$ cat config.mk
export PLATFORM = sky130hd
export DESIGN_NAME = mux_rr_scheduler
export DESIGN_NICKNAME = d
export VERILOG_FILES = /design/src/rtl/mux_rr_scheduler.sv
export SDC_FILE = /design/constraint.sdc
export NUM_CORES = 1
export LEC_CHECK = 0
export ABC_AREA = 1
export CORE_MARGIN = 5
export CORE_UTILIZATION = 51
export DETAILED_ROUTE_END_ITERATION = 8
export PLACE_DENSITY_LB_ADDON = 0.2
export SETUP_SLACK_MARGIN = 0.5
export SLEW_MARGIN = 20
export SYNTH_ARGS = -nofsm -noshare
export SYNTH_HDL_FRONTEND = slang
export SYNTH_SLANG_ARGS = --single-unit
export TNS_END_PERCENT = 20
$ cat constraint.sdc
create_clock -name i_clk -period 2.19 [get_ports i_clk]
set_clock_uncertainty 0.1 [all_clocks]
set_input_delay 0.438 -clock i_clk [delete_from_list [all_inputs] [get_ports i_clk]]
set_output_delay 0.438 -clock i_clk [all_outputs]
set_load 0.02 [all_outputs]
$ cat src/rtl/mux_rr_scheduler.sv
// mux_rr_scheduler
//
// Round-robin scheduler for one shared N-to-1 mux datapath. It arbitrates
// the request lines, drives the mux select, and holds each grant for up to
// BURST_LEN accepted beats. The grant is released early if the owner drops
// its request. Exactly one IDLE cycle separates consecutive grants, which
// gives the mux select time to settle.
//
// Ports
//   i_clk        clock, rising edge
//   i_rst_n      asynchronous active-low reset
//   i_req[N]     per-requester request level (held while data is present)
//   i_ready      consumer accepts the current beat
//   o_sel        mux select: index of the current or most recent winner
//   o_gnt[N]     one-hot grant, all zeros while idle
//   o_valid      mux output carries a valid beat
//   o_beat_cnt   beats accepted so far in the current grant
//   o_fsm_state  debug view of the FSM (0 = IDLE, 1 = GRANT)
//
// Handshake: a beat transfers on a rising edge where o_valid and i_ready
// are both high. o_valid depends only on registered state and i_req, and
// never on i_ready, so a consumer may derive i_ready from o_valid.

module mux_rr_scheduler #(
  parameter int WIDTH_SELECT = 2,
  parameter int N            = 2**WIDTH_SELECT,
  parameter int BURST_LEN    = 4,
  parameter int CNT_W        = $clog2(BURST_LEN+1)
) (
  input  logic                    i_clk,
  input  logic                    i_rst_n,
  input  logic [N-1:0]            i_req,
  input  logic                    i_ready,
  output logic [WIDTH_SELECT-1:0] o_sel,
  output logic [N-1:0]            o_gnt,
  output logic                    o_valid,
  output logic [CNT_W-1:0]        o_beat_cnt,
  output logic                    o_fsm_state
);

  typedef enum logic {
    ST_IDLE  = 1'b0,
    ST_GRANT = 1'b1
  } state_t;

  localparam logic [CNT_W-1:0] LAST_BEAT = CNT_W'(BURST_LEN - 1);
  localparam logic [CNT_W-1:0] CNT_ONE   = CNT_W'(1);

  state_t                  state_q, state_d;
  logic [WIDTH_SELECT-1:0] ptr_q, ptr_d;
  logic [WIDTH_SELECT-1:0] sel_q, sel_d;
  logic [N-1:0]            gnt_q, gnt_d;
  logic [CNT_W-1:0]        cnt_q, cnt_d;

  logic                    win_found;
  logic [WIDTH_SELECT-1:0] win_idx;
  logic [WIDTH_SELECT-1:0] cand;
  logic                    owner_req;
  logic                    beat;

  // Winner search: walk the requesters in priority order starting at ptr.
  // Adding the offset in WIDTH_SELECT bits gives the wrap past N-1 for free,
  // since N is always 2**WIDTH_SELECT.
  always_comb begin
    win_found = 1'b0;
    win_idx   = ptr_q;
    cand      = '0;
    for (int i = 0; i < N; i++) begin
      cand = ptr_q + WIDTH_SELECT'(i);
      if (!win_found && i_req[cand]) begin
        win_found = 1'b1;
        win_idx   = cand;
      end
    end
  end

  // The owner's own request line is the only one that matters during a grant.
  assign owner_req = i_req[sel_q];
  assign o_valid   = (state_q == ST_GRANT) && owner_req;
  assign beat      = o_valid && i_ready;

  // Next-state and register updates.
  always_comb begin
    state_d = state_q;
    ptr_d   = ptr_q;
    sel_d   = sel_q;
    gnt_d   = gnt_q;
    cnt_d   = cnt_q;

    unique case (state_q)
      ST_IDLE: begin
        if (win_found) begin
          state_d        = ST_GRANT;
          sel_d          = win_idx;
          gnt_d          = '0;
          gnt_d[win_idx] = 1'b1;
          cnt_d          = '0;
        end
      end

      ST_GRANT: begin
        // Release on an owner drop, or on the final beat of the burst.
        // The served requester becomes lowest priority; o_sel is kept so the
        // mux input stays stable through the gap cycle.
        if (!owner_req || (beat && (cnt_q == LAST_BEAT))) begin
          state_d = ST_IDLE;
          gnt_d   = '0;
          cnt_d   = '0;
          ptr_d   = sel_q + WIDTH_SELECT'(1);
        end else if (beat) begin
          cnt_d = cnt_q + CNT_ONE;
        end
      end

      default: begin
        state_d = ST_IDLE;
      end
    endcase
  end

  always_ff @(posedge i_clk or negedge i_rst_n) begin
    if (!i_rst_n) begin
      state_q <= ST_IDLE;
      ptr_q   <= '0;
      sel_q   <= '0;
      gnt_q   <= '0;
      cnt_q   <= '0;
    end else begin
      state_q <= state_d;
      ptr_q   <= ptr_d;
      sel_q   <= sel_d;
      gnt_q   <= gnt_d;
      cnt_q   <= cnt_d;
    end
  end

  assign o_sel       = sel_q;
  assign o_gnt       = gnt_q;
  assign o_beat_cnt  = cnt_q;
  assign o_fsm_state = (state_q == ST_GRANT);

endmodule

==> results.json <==
{
  "core_sq_um": 1920,
  "arrival_ns": 1.50,
  "synth_compound_area_share_pct": 7.44,
  "synthFlopType": "dfrtp_1",
  "synth_fa_ha_area_share_pct": 2.48,
  "drtPass1Iterations": 4,
  "gp_congestion": 0.794,
  "area_growth_pct": 56.8,
  "syn_inst": 156,
  "drive_above_1_share_pct": 36.4,
  "rr_endpoint": "o_gnt[3]",
  "worstPathRequired_ns": 1.65,
  "p_switching_uw": 1460,
  "grt_pass1_wl_mm": 5.16,
  "vias_per_cell": 5.59,
  "ys_seq_elements": 12,
  "outcome": "finished, final reports clean",
  "setup_viol": 0,
  "rrSetupSlack_ns": 0.42,
  "wire_per_inst_um": 14.5,
  "grt_antenna_before_repair": 0,
  "htree_levels": 1,
  "regArea_sq_um": 303,
  "cts_tree": "done",
  "totalWireLength_mm": 3.27,
  "combPwrFrac_pct": 77.7,
  "insertion_delay_ns": 0.27,
  "total_leakage_power_uw": 0.000811,
  "fmax_ghz": 0.492,
  "p_int_uw": 1280,
  "p_seq_share_pct": 16.0,
  "slew_violations": 0,
  "die-width_um": 54.5,
  "synthMuxAreaShare_pct": 0,
  "synthSimpleGateAreaFrac_pct": 51.1,
  "fin_cells": 225,
  "worst_slew_pin_slew_ns": 0.533,
  "worst_setup_path_end_kind": "output port",
  "yosys-top-cells-area": "dfrtp_1 (30%), nand2_1 (25%), nand3_1 (9.4%)",
  "dieArea_sq_um": 2970,
  "synth_xor_area_share_pct": 0,
  "start_kind": "register",
  "finalCriticalPeriod_ns": 2.03,
  "clock_path_buffers": 2,
  "fill_cells": 130,
  "rr_worst_depth": 10,
  "period_share_pct": 92.8,
  "synth_top_family_by_area": "simple AND/OR/NAND/NOR gates",
  "port_buffers": 17,
  "grt_overflow": 0,
  "grtUsageTotal_pct": 23.9,
  "rows": 16,
  "io_pins": 18,
  "clkPwrFrac_pct": 6.3,
  "first_iter_violations": 50,
  "async_flop_share_pct": 100,
  "synthTopCellsByCount": "nand2_1 (68), nand3_1 (19), dfrtp_1 (12), inv_1 (12), o21ai_0 (8)",
  "hp-start": "o_gnt[3]",
  "hp-class": "register to register",
  "die_h_um": 54.5,
  "min_path_cells": 2,
  "sw_frac_of_total_pct": 53.4,
  "yosysTopAreaCell": "dfrtp_1",
  "multi_input_area_sq_um": 769,
  "root_buffer": "clkbuf_4",
  "tns_ns": 0,
  "path_clk_slew_ns": 0.07,
  "maxCapViolCount": 0,
  "ys_seq_area_share_pct": 29.8,
  "initial_core_util_pct": 52.5,
  "cts_buffers": 3,
  "grt_pass1_vias": 1227,
  "dp_hpwl_mm": 1.86,
  "ir_drop_mv": 1.10,
  "detail-route-antenna-nets": 0,
  "num_vias": 1258,
  "power_density_nw_per_um2": 1730,
  "drc_errors": 0,
  "r2r-start": "ptr_q[0]",
  "grt_max_degree": 13,
  "syn-num-nets": 165,
  "synthDistinctLibCells": 19,
  "yosysMostFrequentCell": "nand2_1",
  "yosysTopAreaCellShare_pct": 29.8,
  "cts_sinks": 12,
  "critical_path_peak_fanout": 5,
  "crit_type": "register to output port",
  "whs_endpoint": "o_gnt[3]",
  "nets": 208,
  "n_antenna_cell": 0,
  "synth.avg_cell_area_sq_um": 6.46,
  "hold_violations": 0,
  "relSlewSlack_pct": 64.3,
  "syn_area_sq_um": 1010,
  "synth_edf_count": 0,
  "placed_cells": 204,
  "synth_warnings": 0,
  "rsz0062_at_grt": "true"
}
[timing repair]
item / in CTS / in global routing
setup buffers: 13 / 2
setup endpoints to repair: 23 / 21
pin swaps: 16 / 7
cloned: 2 / 0
gates resized for setup: 43 / 17
hold buffers: 0 / 0
[through the flow]
| stage | area (sq um) | hold slack [ns] | utilization (%) | total power (uW) | worst slack [ns] |
|---|---|---|---|---|---|
| finish | 1580 | 0.391 | 82.3 | 2740 | 0.157 |
| detailed placement | 1230 | 0.373 | 64.1 | 1850 | -0.368 |
| global route | 1580 | 0.437 | 82.3 | 2920 | 0.0282 |
| global placement | 1230 | 0.365 | 64.1 | 1800 | -0.361 |
| floorplan | 1010 | 0.0424 | - | 1470 | 0.544 |
| CTS | 1500 | 0.391 | 78.0 | 2460 | 0.268 |
[kinds of logic after synthesis]
logic type                 after synthesis
and+or+nand+nor                        111
buffers and inverters                   18
AOI/OAI and AO/OA                       13
DFF                                     12
adders and majority gates                2
[how the worst max path moves through the flow]
stage / from / to / slack (ns) / depth (start not counted)
global placement: i_req[2] / o_valid / -0.36 / 8
finish: o_sel[0] / o_valid / 0.16 / 7
CTS: o_sel[0] / o_valid / 0.27 / 7
global route: o_sel[1] / o_valid / 0.03 / 7
floorplan: o_sel[0] / o_valid / 0.54 / 6
detailed placement: i_req[2] / o_valid / -0.37 / 8
[layout make-up]
type                       count  area share [%]
sequential                    12            19.1
inverter                      15            4.03
timing repair buffer          40            23.3
tap                           27            2.14
timing repair inverter         1           0.396
multi-input combinational    126            48.7
clock buffer                   4            2.29
[flip-flops by register name (all words and copies together) (netlist names)]
signal       count
o_sel            2
o_fsm_state      1
o_gnt            4
ptr_q            2
o_beat_cnt       3
[worst max-delay path: stages, from the launching register on]
cell and delay (ns):
dfrtp_1 0.43, inv_2 0.09, a21oi_1 0.19, o21ai_0 0.15, nand2_1 0.12, nand2_1 0.07
inv_1 0.07, buf_6 0.11
[power by group through the flow]
stage / clock (uW) / sequential [uW] / combinational, uW
2_1_floorplan: 0 / 465 / 1010
3_3_place_gp: 0 / 423 / 1380
3_5_place_dp: 0 / 428 / 1420
4_1_cts: 177 / 424 / 1850
5_1_grt: 187 / 448 / 2290
6_report: 173 / 437 / 2130
[routing by layer]
layer / GRT usage (%) / part of all wire (%) / vias up
met3: 3.54 / 4.5 / 14
met4: 11.2 / 3.5 / 0
li1: - / - / 596
met5: 0 / 0 / -
met1: 26.4 / 40 / 588
met2: 44.2 / 52 / 60
[cell usage in the layout (no fill, tap or decap)]
cell	instances
a21oi_1	1
a21oi_2	1
buf_12	1
buf_4	17
buf_6	6
clkbuf_4	3
clkbuf_8	1
clkdlybuf4s50_1	11
dfrtp_1	10
dfrtp_2	2
dlygate4sd2_1	5
ha_1	2
inv_1	9
inv_2	4
inv_4	2
inv_6	1
nand2_1	55
nand2_2	10
nand2_4	9
nand2_8	1
nand3_1	13
nand3_2	4
nand3_4	3
nand4_1	6
nand4_4	1
nor2_1	5
nor2_2	1
nor2_4	3
o21a_1	1
o21ai_0	7
o21ai_1	1
o21ai_2	2
(Power assumes the default switching activity.)
